### src/rtl/fetch_unit.sv
// ============================================================================
// Module   : fetch_unit
// Purpose  : Instruction-fetch stage plus fetch/decode pipeline register.
//            Owns the PC and keeps at most one request outstanding to
//            instruction memory. Redirects squash the in-flight fetch, and a
//            response that arrives while decode is stalled is parked in a
//            one-entry hold buffer.
// Revision : 1.0 - initial release
//
// Optional feature macro: FETCH_PERF_CNT_EN (adds perf_fetched/perf_squashed)
//
// Ports
//   clk, rst_n          : clock, asynchronous active-low reset
//   pc_select/pc_target : redirect request and target from execute
//   stall               : hold the fetch/decode register
//   flush_fetch_decode  : invalidate the fetch/decode register
//   imem_req_*          : request channel (valid/ready, byte address)
//   imem_rsp_*          : response channel (valid, instruction word)
//   fd_*                : fetch/decode register contents presented to decode
//   perf_fetched        : responses loaded into fd_* or the hold buffer
//   perf_squashed       : responses discarded plus valid fd_* entries flushed
// ============================================================================
`default_nettype none

module fetch_unit #(
  parameter logic [31:0] RESET_PC  = 32'h0000_0000,
  parameter logic [31:0] NOP_INSTR = 32'h0000_0013
) (
  input  logic        clk,
  input  logic        rst_n,
  input  logic        pc_select,
  input  logic [31:0] pc_target,
  input  logic        stall,
  input  logic        flush_fetch_decode,
  output logic        imem_req_valid,
  output logic [31:0] imem_req_addr,
  input  logic        imem_req_ready,
  input  logic        imem_rsp_valid,
  input  logic [31:0] imem_rsp_data,
  output logic        fd_valid,
  output logic [31:0] fd_instr,
  output logic [31:0] fd_pc,
  output logic [31:0] fd_pc_plus4
`ifdef FETCH_PERF_CNT_EN
  ,
  output logic [31:0] perf_fetched,
  output logic [31:0] perf_squashed
`endif
);

  typedef enum logic [1:0] {
    ST_REQ  = 2'd0,
    ST_WAIT = 2'd1,
    ST_DROP = 2'd2
  } state_t;

  state_t      state;
  logic [31:0] pc;
  logic [31:0] req_pc;
  logic [31:0] redir_pc;
  logic        hold_valid;
  logic [31:0] hold_instr;
  logic [31:0] hold_pc;

  logic        req_fire;
  logic        rsp_take;
  logic        to_hold;
  logic        to_fd;

  // Requests are suppressed while reset is asserted, while a stalled
  // response is parked, and in the cycle a redirect arrives so the address
  // can switch without a handshake on the stale PC.
  assign imem_req_valid = rst_n && (state == ST_REQ) && !hold_valid && !pc_select;
  assign imem_req_addr  = pc;
  assign req_fire       = imem_req_valid && imem_req_ready;

  // A response is kept only if it belongs to a live request.
  assign rsp_take = (state == ST_WAIT) && imem_rsp_valid && !pc_select;
  // Decode is holding a real instruction: the new one must wait aside.
  assign to_hold  = rsp_take && stall && fd_valid;
  assign to_fd    = rsp_take && !(stall && fd_valid) && !flush_fetch_decode;

  // --------------------------------------------------------------------------
  // Request state machine and PC
  // --------------------------------------------------------------------------
  always_ff @(posedge clk or negedge rst_n) begin
    if (!rst_n) begin
      state    <= ST_REQ;
      pc       <= RESET_PC;
      req_pc   <= RESET_PC;
      redir_pc <= RESET_PC;
    end else begin
      case (state)
        ST_REQ: begin
          if (pc_select) begin
            pc <= pc_target;
          end else if (req_fire) begin
            req_pc <= pc;
            pc     <= pc + 32'd4;
            state  <= ST_WAIT;
          end
        end
        ST_WAIT: begin
          if (imem_rsp_valid) begin
            if (pc_select) begin
              pc <= pc_target;
            end
            state <= ST_REQ;
          end else if (pc_select) begin
            // The response is still owed by memory; remember where to go
            // once it has been swallowed.
            redir_pc <= pc_target;
            state    <= ST_DROP;
          end
        end
        ST_DROP: begin
          if (imem_rsp_valid) begin
            pc    <= pc_select ? pc_target : redir_pc;
            state <= ST_REQ;
          end else if (pc_select) begin
            redir_pc <= pc_target;
          end
        end
        default: begin
          state <= ST_REQ;
        end
      endcase
    end
  end

  // --------------------------------------------------------------------------
  // Hold buffer: drains on the first unstalled, unflushed cycle
  // --------------------------------------------------------------------------
  always_ff @(posedge clk or negedge rst_n) begin
    if (!rst_n) begin
      hold_valid <= 1'b0;
      hold_instr <= NOP_INSTR;
      hold_pc    <= '0;
    end else if (pc_select) begin
      hold_valid <= 1'b0;
    end else if (to_hold) begin
      hold_valid <= 1'b1;
      hold_instr <= imem_rsp_data;
      hold_pc    <= req_pc;
    end else if (hold_valid && !stall && !flush_fetch_decode) begin
      hold_valid <= 1'b0;
    end
  end

  // --------------------------------------------------------------------------
  // Fetch/decode register
  // --------------------------------------------------------------------------
  always_ff @(posedge clk or negedge rst_n) begin
    if (!rst_n) begin
      fd_valid    <= 1'b0;
      fd_instr    <= NOP_INSTR;
      fd_pc       <= '0;
      fd_pc_plus4 <= 32'd4;
    end else if (flush_fetch_decode || pc_select) begin
      fd_valid <= 1'b0;
      fd_instr <= NOP_INSTR;
    end else if (!stall && hold_valid) begin
      fd_valid    <= 1'b1;
      fd_instr    <= hold_instr;
      fd_pc       <= hold_pc;
      fd_pc_plus4 <= hold_pc + 32'd4;
    end else if (to_fd) begin
      // Also taken under stall when decode holds only a bubble.
      fd_valid    <= 1'b1;
      fd_instr    <= imem_rsp_data;
      fd_pc       <= req_pc;
      fd_pc_plus4 <= req_pc + 32'd4;
    end else if (!stall) begin
      fd_valid <= 1'b0;
      fd_instr <= NOP_INSTR;
    end
  end

`ifdef FETCH_PERF_CNT_EN
  // --------------------------------------------------------------------------
  // Performance counters
  // --------------------------------------------------------------------------
  logic rsp_discard;
  logic rsp_lost;
  logic fd_flushed;

  assign rsp_discard = imem_rsp_valid &&
                       (((state == ST_WAIT) && pc_select) || (state == ST_DROP));
  // A response coinciding with a flush that has nowhere else to go.
  assign rsp_lost    = rsp_take && flush_fetch_decode && !to_hold;
  assign fd_flushed  = flush_fetch_decode && fd_valid;

  always_ff @(posedge clk or negedge rst_n) begin
    if (!rst_n) begin
      perf_fetched  <= '0;
      perf_squashed <= '0;
    end else begin
      perf_fetched  <= perf_fetched + {31'd0, (to_fd || to_hold)};
      perf_squashed <= perf_squashed + {31'd0, rsp_discard}
                                     + {31'd0, rsp_lost}
                                     + {31'd0, fd_flushed};
    end
  end
`endif

endmodule

`default_nettype wire

### config.mk
export PLATFORM = sky130hd
export DESIGN_NAME = fetch_unit
export DESIGN_NICKNAME = d
export VERILOG_FILES = /design/src/rtl/fetch_unit.sv
export SDC_FILE = /design/constraint.sdc
export NUM_CORES = 1
export LEC_CHECK = 0
export ABC_AREA = 1
export BUFFER_PORTS_ARGS = -buffer_cell sky130_fd_sc_hd__clkbuf_2
export CORE_MARGIN = 3
export CORE_UTILIZATION = 25
export CTS_CLUSTER_SIZE = 14
export DETAILED_ROUTE_END_ITERATION = 10
export PLACE_DENSITY = 0.41
export REMOVE_ABC_BUFFERS = 1
export SYNTH_ARGS = -nofsm -noshare
export SYNTH_HDL_FRONTEND = slang
export SYNTH_SLANG_ARGS = --single-unit
### constraint.sdc
create_clock -name clk -period 2.4 [get_ports clk]
set_clock_uncertainty 0.15 [all_clocks]
set_input_delay 0.48 -clock clk [delete_from_list [all_inputs] [get_ports clk]]
set_output_delay 0.48 -clock clk [all_outputs]
set_load 0.005 [all_outputs]
# Word-level counts from Yosys, hierarchy flattened
# Index checks and enable logic that the tools add are counted.
# classes
n_mux	28
eq_ne	10
reduce_logical	30
addsub	3
bitwise_logic	3
# ops
op	n
two-way mux 32 bit	14
adder 32 x 3 -> 32 bit (second input constant)	3
case mux 32 bit (3 select lines)	1
logical AND 1 bit	13
two-way mux 2 bit	5
inequality test 2 bit (second input constant)	5
two-way mux 1 bit	7
inequality test 3 bit (second input constant)	2
case mux 2 bit (3 select lines)	1
AND reduction 2 bit	3
nonzero test 3 bit	2
zero test 1 bit	5
AND reduction 5 bit	1
inequality test 4 x 1 -> 1 bit (second input constant)	1
AND reduction 4 bit	1
NOT 1 bit	3
AND reduction 3 bit	1
equality test 2 x 1 -> 1 bit (second input constant)	1
equality test 2 bit (second input constant)	1
zero test 2 bit	1
nonzero test 2 bit	1
OR reduction 2 bit	1
logical OR 1 bit	1
# word_totals
in_bits	71
ff_bits	260
output_inout_bits	130

# Logic depth before layout (Yosys ltp)
# Gate-level depths: netlist of the first run.
# logic_depth
ltp_word	8
ltp_mapped	15
ltp_nobuf	14

# Worst setup path before layout of the first run
# OpenSTA, ideal clock, no wires.
# synth_path
kind	in2reg
start	input stall
end	register fd_pc_plus4[24]
t_arrival_ps	1901
setup_time_ps	71
required_ps	2179
stages	15
path_slack_ps	278
cell_sequence	inv_2 > nand2_4 > buf_6 > nand2_1 > o21ai_1 > inv_1 > ha_1 > nand3_1 > inv_2 > nand2_2 > nor2_4 > nand3_1 > nand2_1 > inv_1 > nor2_1
# synth_between
elab_chain_len	6
# synth_lines
item	line_no	source
start: declaration	33	input logic stall,
logical AND 1 bit	81	assign to_fd = rsp_take && !(stall && fd_valid) && !flush_fetch_decode;
zero test 1 bit	81	
logical AND 1 bit (2 in series)	81	
nonzero test 2 bit (no line)	n/a	
AND reduction 2 bit (no line)	n/a	
end signal: assignment	166	fd_pc_plus4 <= hold_pc + 32'd4;
end signal: assignment	172	fd_pc_plus4 <= req_pc + 32'd4;
end: declaration	43	output logic [31:0] fd_pc_plus4
# Several ways; a longest one is shown, not always the timed one.
# A chain may end at the register's enable or synchronous reset.

# Worst setup path after layout of the first run
# layout_path
start	register state[1]
end	output imem_req_valid
# layout_between
elab_chain_len	4
# layout_lines
item	line_no	source
start: declaration	57	state_t state;
start signal: assignment	88	state <= ST_REQ;
start signal: assignment	100	state <= ST_WAIT;
start signal: assignment	108	state <= ST_REQ;
zero test 2 bit	73	assign imem_req_valid = rst_n && (state == ST_REQ) && !hold_valid && !pc_select;
logical AND 1 bit (3 in series)	73	
end: declaration	35	output logic imem_req_valid,
# Every way passes these cells.

==> run summary, run 1 <==
HPWL after detailed placement = 31.2 mm
CP endpoint kind = output pin
ANT nets after route = 0
Syn Area/Cell = 7.64 um2
Gpl congestion = 0.841
Lkg Pwr = 8.26 nW
F_max = 438 MHz
Cell count after placement = 2602
Buf/Inv on CP = 2
Die Span Y = 235 um
Slowest-stage cell, CP = dfrtp_1
CTS H-tree lvls = 2
N_diodes = 0
Period Utilization, post-route = 0.951
FP Rows = 83
Number of enable flip-flop cells after synthesis = 0
Number of I/O pins = 201
Worst r2r path cells = 13
Peak fanout along the critical path = 5
Initial antenna violation count = 0
Slew Limit Headroom = 0.429
Synth-to-Final Area Change = 27.7%
All-Layer GR Usage = 0.158
Synthesis-stage register bit count = 258
CP Launch Type = flop
Total grt overflow = 0
Final Hold Fails = 0
Clk slew on worst S/H paths = 60 ps
TritonCTS Buffers = 35
Final min period = 2280 ps
CP max stage delay = 430 ps
Full die area = 55400 um2
Hold depth = 3
Final Net Count = 2038
Status = finished clean
Critical Path RT = 1770 ps
Setup CP Type = flop to output pin
DRT Pass-1 Iters = 7
TNS Setup = 0 ps
Final wirelength = 44.1 mm
Post-synth top area cell = dfrtp_1
Detailed-route vias per instance = 4.50
Dominant synthesized flop cell = dfrtp_1
Yosys warnings = 0
Initial Util = 0.254
Critical-path cell list = inv_2, ha_2, nand2_1, nor3_1, clkbuf_2
Mapped Area = 13200 um2
# DRC = 0
First-pass GRT wire length = 70.2 mm
Skew-Pair Late Insertion Delay = 530 ps
CTS tree = done
Top cell type's share of synthesized area = 0.477
Pwr dens = 1140 nW/um2
Min-delay src = imem_rsp_data[0]
Die width = 235 um
Post-synth ARST share = 1.00
WP data arrival = 1650 ps
Worst-Margin Slew = 856 ps
Hold WC Path Type = input port to flop
WP depth = 5
Setup violations, final = 0
Max-cap violations = 0
Max Root-Sink Buffers = 3
Tot Pwr = 19.1 mW
Via count = 12000
Count of cell types in the netlist = 38
Largest net degree at the start of global routing = 138
Root Buffer = clkbuf_16
Clock sink count = 258
Vias in the first global route = 11800
Synthesized instance count = 1723
Avg WL per Cell = 16.5 um
Largest cells by area after synthesis = dfrtp_1 (48%), nand2_1 (16%), o21ai_0 (8.4%), inv_1 (4.2%), nand3_1 (4.1%)
Layout cells sized above 1 = 0.213
Max Slew Vio Count = 0
Beginning of the critical path = state[1]
Peak supply drop = 0.000549 V
CP top delay family = flip-flops
Core footprint = 51700 um2
Finished Layout Cells = 2667
Initial DRC count = 797
Reg2Reg Launch Point = hold_valid
Post-synthesis sequential area ratio = 0.491
I/O Buffers = 200
-- where the power goes --
group,leakage [nW],switching (mW),internal [mW]
clock network,0.629,2.08,3.61
registers,3.37,1.09,5.67
logic,4.26,4.07,2.60
total,8.26,7.24,11.9
-- registers in the layout (all words and copies together), names as in the netlist --
| register | flops |
|---|---|
| fd_valid | 1 |
| fd_instr | 32 |
| hold_pc | 32 |
| hold_valid | 1 |
| redir_pc | 32 |
| imem_req_addr | 32 |
| req_pc | 32 |
| state | 2 |
| hold_instr | 32 |
| fd_pc | 32 |
| fd_pc_plus4 | 30 |
-- worst reg2reg max path: cells and delay by family (launching register included) --
kind	cells	cell delay [ps]
simple gates	12	1260
buf+inv	1	220
flops	1	450
-- logic make-up after synthesis --
family / after synthesis / synth area share
AOI/OAI and AO/OA: 326 / 0.134
xor gates and xnor gates: 17 / 0.0113
adders and majority gates: 7 / 0.00666
buffers and inverters: 251 / 0.0755
DFF: 258 / 0.491
muxes: 23 / 0.0197
and+or+nand+nor: 841 / 0.262
-- repair_timing --
item | 4_1_cts | 5_1_grt
hold buffers | 1 | 0
buffers inserted | 0 | 0
resized for setup | 1 | 11
setup endpoints to repair | 1 | 11
hold endpoints to repair | 108 | 0
-- cells in the final DEF (no fill, tap or decap), drive strengths merged, types with 9 or more instances in the layout --
master	n
nand2	554
dfrtp	251
clkbuf	246
o21ai	226
inv	159
nor2	119
nand3	110
buf	94
a21oi	58
nor3	42
mux2	23
a221oi	19
xor2	15
nand4	11
clkinv	9
-- path summary, 6_finish.rpt --
path                                         to  slack, ps
worst min-delay path              hold_instr[0]         50
worst max register to register  fd_pc_plus4[30]        210
min in group asynchronous            hold_pc[1]        550
worst max-delay path             imem_req_valid        120
worst min register to register      hold_pc[12]        330
max in group asynchronous             fd_pc[24]        880
-- through the flow --
step	instance area [um2]	setup WS, ps	util	hold WS [ps]
floorplan	12800	-3140	-	34.4
global placement	15500	45.7	0.300	314
detailed placement	15500	30.9	0.300	323
CTS	16800	24.6	0.324	8.59
global route	16800	-16.7	0.325	26.2
finish	16800	118	0.325	49.1
-- synthesized netlist by cell type (17+ instances only) --
library cell,n
nor2_1,111
a21oi_1,58
buf_2,17
nand3_1,109
dfrtp_1,251
inv_1,146
nand2_1,549
a221oi_1,19
clkbuf_1,66
nor3_1,42
o21ai_0,220
mux2_2,23
-- layer usage --
| metal | vias up | part of all wire | global-route usage |
|---|---|---|---|
| met5 | - | 0 | 0 |
| met4 | 0 | 0.019 | 0.0409 |
| met3 | 47 | 0.040 | 0.0269 |
| met2 | 215 | 0.45 | 0.250 |
| met1 | 5660 | 0.49 | 0.223 |
| li1 | 6090 | - | - |
-- final cells by class --
class / instances / area (um2)
timing repair buffer: 294 / 1890
clock buffer: 47 / 1010
inverter: 157 / 592
fill: 5555 / 34900
sequential: 258 / 6470
tap: 680 / 851
multi-input combinational: 1214 / 5750
clock inverter: 17 / 250
(Power assumes the default switching activity.)
==> run 2: changes to the inputs <==
--- a/config.mk
+++ b/config.mk
@@ -9,3 +9,2 @@
 export BUFFER_PORTS_ARGS = -buffer_cell sky130_fd_sc_hd__clkbuf_2
-export CORE_MARGIN = 3
 export CORE_UTILIZATION = 25
--- a/constraint.sdc
+++ b/constraint.sdc
@@ -4,2 +4,2 @@
 set_output_delay 0.48 -clock clk [all_outputs]
-set_load 0.005 [all_outputs]
+set_load 0.01 [all_outputs]
==> run 2 against run 1 <==
Sequential power fell by 0.6%. Flip-flop and latch count did not move. Die area fell by 3.4%. Global-route usage rose by 0.99 points. Sequential share of layout area fell by 0.14 points. Worst hold slack got worse by 7.6 ps. Count of clock-buffer cells in the layout fell by 3. Critical path type unchanged. Highest routed layer unchanged.
==> run summary, run 2 (synthesis gave the netlist of run 1 again) <==
Final wirelength = 44.1 mm
Number of I/O pins = 201
CP Launch Type = flop
WP data arrival = 1640 ps
Most frequent cells in the layout = nand2_1 (548), dfrtp_1 (251), o21ai_0 (220)
Detailed-route vias per instance = 4.51
Worst r2r path cells = 12
Hold WC Path Type = input port to flop
Total grt overflow = 0
Routed met2 length = 20.1 mm
Max Root-Sink Buffers = 3
First-pass GRT wire length = 70.1 mm
DRT Pass-1 Iters = 7
Buf/Inv on CP = 2
Peak supply drop = 0.000548 V
Total setup buffers inserted after CTS = 0
TNS Setup = 0 ps
Clk slew on worst S/H paths = 50 ps
I/O Buffers = 200
All-Layer GR Usage = 0.168
Setup violations, final = 0
F_max = 440 MHz
Critical-path cell list = inv_2, ha_1, nand2_1, nor3_1, buf_2
Largest net degree at the start of global routing = 140
Worst-Margin Slew = 865 ps
CP max stage delay = 410 ps
WP depth = 5
Cell area after layout = 16900 um2
Core footprint = 51600 um2
HPWL after detailed placement = 31.1 mm
Util after Layout = 0.327
Period Utilization, post-route = 0.947
Post-Route M1 WL = 21.2 mm
Slowest-stage cell, CP = dfrtp_1
CTS H-tree lvls = 2
Initial Util = 0.255
Critical Path RT = 1770 ps
Max Slew Vio Count = 0
Status = finished clean
Final min period = 2270 ps
FP Rows = 83
Layout cells sized above 1 = 0.214
CP top delay family = flip-flops
Die width = 231 um
Avg WL per Cell = 16.5 um
Gpl congestion = 0.847
CP endpoint kind = output pin
CTS tree = done
Initial DRC count = 782
Clock sink count = 258
TritonCTS Buffers = 35
Via count = 12100
RSZ-0062 raised after global routing = no
Initial antenna violation count = 0
Reg2Reg Setup Slack = 230 ps
Min-delay src = imem_rsp_data[1]
ANT nets after route = 0
Slew Limit Headroom = 0.424
Dpl cell area = 15700 um2
# DRC = 0
Setup CP Type = flop to output pin
Root Buffer = clkbuf_16
Die Span Y = 231 um
Hold depth = 3
Max-cap violations = 0
Vias in the first global route = 11900
RR Endpoint = fd_pc_plus4[31]
Skew-Pair Late Insertion Delay = 540 ps
Commonest non-fill, non-tap cell in the layout = nand2_1
Pwr dens = 1130 nW/um2
N_diodes = 0
Hold_ws = 41.4 ps
Lkg Pwr = 8.31 nW
Final Net Count = 2054
Hold EP = hold_instr[1]
Peak fanout along the critical path = 5
Max layer used = met4
Synth-to-Final Area Change = 28.1%
Full die area = 53600 um2
Reg2Reg Launch Point = hold_valid
Met3 WL = 1.80 mm
Final Hold Fails = 0
-- run 2: final cells by class --
cell class / count / area [um2]
Fill cell: 5575 / 34800
Sequential cell: 258 / 6460
Multi-Input combinational cell: 1215 / 5750
Timing Repair Buffer: 309 / 2060
Clock buffer: 44 / 970
Tap cell: 680 / 851
Inverter: 157 / 589
Clock inverter: 15 / 183
-- run 2: worst min-delay path, stage by stage --
cell      delay (ps)
clkbuf_2          80
inv_1             60
o21ai_0           90
-- run 2: worst max-delay path by stage --
stage | from | to | slack (ps)
after CTS | state[0] | imem_req_valid | 1
after global placement | stall | fd_pc_plus4[26] | 40
after detailed placement | stall | fd_pc_plus4[26] | 10
after floorplan | state[1] | fd_pc_plus4[24] | -3140
after global routing | state[0] | imem_req_addr[8] | 4
final | state[0] | imem_req_valid | 130
-- run 2: timing repair --
item / in CTS / in global routing
endpoints found under the setup margin: 0 / 7
gates resized for setup: 0 / 5
endpoints found under the hold margin: 17 / 0
hold buffers: 2 / 0
-- run 2: metal layers --
layer | up-vias | track usage
met5 | - | 0
met4 | 0 | 0.0501
met3 | 56 | 0.0258
met2 | 233 | 0.263
met1 | 5663 | 0.236
li1 | 6114 | -
-- run 2: power breakdown --
group          leakage (nW)  switching (mW)  internal [mW]  total (mW)
clock network         0.578            2.05           3.28        5.33
registers              3.37            1.05           5.67        6.72
logic                  4.36            4.41           2.67        7.08
-- run 2: stage by stage --
| step | instances | total power [mW] | setup slack [ps] |
|---|---|---|---|
| 2_1_floorplan | 1629 | 10.5 | -3140 |
| 3_3_place_gp | 2616 | 13.9 | 39.9 |
| 3_5_place_dp | 2616 | 14.0 | 10.8 |
| 4_1_cts | 2677 | 19.5 | 1.01 |
| 5_1_grt | 2678 | 20.7 | 4.11 |
| 6_report | 2678 | 19.1 | 126 |
==> run 3: changes to the inputs <==
Settings changed: CTS_BUF_LIST set to sky130_fd_sc_hd__clkbuf_8 sky130_fd_sc_hd__clkbuf_16, RECOVER_POWER set to 25.
==> run 3 against run 2 <==
Cell area is 0.73% lower. Maximum frequency about the same. Routed wire length up 0.39%. Final cell count did not move. Non-clock buffer count unchanged. Register-to-register slack about the same. First-iteration DRC count increased by 2.6%. Clock power about the same. Critical path depth unchanged. Worst hold slack lost 3.3 ps. Count of clock-buffer cells in the layout decreased by 3. Die area unchanged. Largest cell class unchanged.
==> run summary, run 3 (synthesis gave the netlist of run 1 again) <==
Buf/Inv on CP = 2
# DRC = 0
Gpl congestion = 0.847
Hold WC Path Type = input port to flop
Flop pwr share = 0.354
Vias in the first global route = 11900
Skew-Pair Late Insertion Delay = 540 ps
Logic pwr share = 0.367
Final Hold Fails = 0
Int Pwr = 11.5 mW
Peak supply drop = 0.000548 V
Largest net degree at the start of global routing = 140
Initial DRC count = 802
CTS H-tree lvls = 2
Clk slew on worst S/H paths = 50 ps
Critical-path cell list = inv_2, ha_1, nand2_1, nor3_1, buf_2
CP Launch Type = flop
Critical Path RT = 1770 ps
Full die area = 53600 um2
Max Root-Sink Buffers = 3
Total grt overflow = 0
Sequential cell area = 6460 um2
Via count = 12100
Final Net Count = 2054
Avg WL per Cell = 16.5 um
CP top delay family = flip-flops
Clock sink count = 258
Net Sw Frac = 0.395
Die width = 231 um
Pwr dens = 1140 nW/um2
Initial Util = 0.255
CP max stage delay = 410 ps
Lkg Pwr = 8.01 nW
Status = finished clean
ANT nets after route = 0
Slew Limit Headroom = 0.275
Setup CP Type = flop to output pin
Commonest non-fill, non-tap cell in the layout = nand2_1
Worst-Margin Slew = 1090 ps
RSZ-0062 raised after global routing = no
FP Rows = 83
First-pass GRT wire length = 70.1 mm
Most crowded layer after global routing = met2
Fill cell count = 5615
GR Util met3 = 0.0258
Layout cells sized above 1 = 0.167
Met1 GRT Util = 0.236
CP endpoint kind = output pin
Number of I/O pins = 201
Initial antenna violation count = 0
HPWL after detailed placement = 31.1 mm
TritonCTS Buffers = 35
Max Slew Vio Count = 0
Util after Layout = 0.324
F_max = 440 MHz
Period Utilization, post-route = 0.947
Final min period = 2270 ps
All-Layer GR Usage = 0.168
TNS Setup = 0 ps
Core footprint = 51600 um2
DRT Pass-1 Iters = 5
Setup violations, final = 0
Multi-input gate area = 5750 um2
Clock network power share = 0.279
I/O Buffers = 200
WP data arrival = 1640 ps
Final wirelength = 44.2 mm
Synth-to-Final Area Change = 27.2%
N_diodes = 0
Most frequent cells in the layout = nand2_1 (548), dfrtp_1 (251), o21ai_0 (220)
Peak fanout along the critical path = 5
CTS tree = done
Global routing met2 resource utilization = 0.263
Detailed-route vias per instance = 4.51
Slowest-stage cell, CP = dfrtp_1
NetSw = 7.52 mW
Max-cap violations = 0
Root Buffer = clkbuf_16
Die Span Y = 231 um
Tot Pwr = 19.0 mW
## run 3: cell count changes in the layout (fill, tap and decap cells not counted)
cell and change:
clkbuf_2 -93, inv_1 +3, buf_4 -2, clkbuf_1 +92
## run 3: tightest hold or removal path: cells and delay by family
kind | cells | cell delay (ps)
AO/OA/AOI/OAI | 1 | 90
buffers and inverters | 2 | 140
## run 3: per-layer routing
metal	wire length (um)	vias up
met5	0	-
li1	-	6110
met1	21300	5682
met3	1830	53
met2	20200	235
met4	954	0
## run 3: power groups by stage
stage	registers, mW	logic, mW	clock network [mW]
floorplan	6.77	3.75	0
global placement	6.81	7.11	0
CTS	6.76	7.19	5.52
finish	6.73	6.98	5.31
global route	6.94	7.97	5.66
detailed placement	6.83	7.14	0
## run 3: timing repair
item	4_1_cts	5_1_grt
setup buffers	0	0
endpoints found under the hold margin	17	0
gates resized for setup	0	5
hold buffers	2	0
setup endpoints to repair	0	7
## run 3: area by class of cell
| type | count | share of cell area |
|---|---|---|
| clock inverter | 18 | 0.0116 |
| sequential | 258 | 0.386 |
| multi-input combinational | 1215 | 0.343 |
| clock buffer | 41 | 0.0573 |
| inverter | 157 | 0.0352 |
| tap | 680 | 0.0508 |
| timing repair buffer | 309 | 0.116 |
## run 3: metrics by stage
step                      setup slack [ps]  cell area (um2)  instances  hold WS [ps]
after floorplan                      -3140            12800       1629          34.4
after global placement                39.9            15700       2616           313
after detailed placement              10.8            15700       2616           314
after CTS                             1.01            16800       2677          11.9
after global routing                  5.41            16700       2678          41.7
final                                  127            16700       2678          38.2
## run 3: final timing paths
| check | cells past startpoint | endpoint | start | slack [ps] |
|---|---|---|---|---|
| worst max register to register | 13 | fd_pc_plus4[31] | hold_valid | 230 |
| max in group asynchronous | 4 | redir_pc[11] | rst_n | 400 |
| min in group asynchronous | 3 | fd_pc[1] | rst_n | 380 |
| worst min-delay path | 3 | hold_instr[1] | imem_rsp_data[1] | 40 |
| worst max-delay path | 5 | imem_req_valid | state[0] | 130 |
| worst min register to register | 2 | hold_pc[12] | hold_pc[12] | 330 |
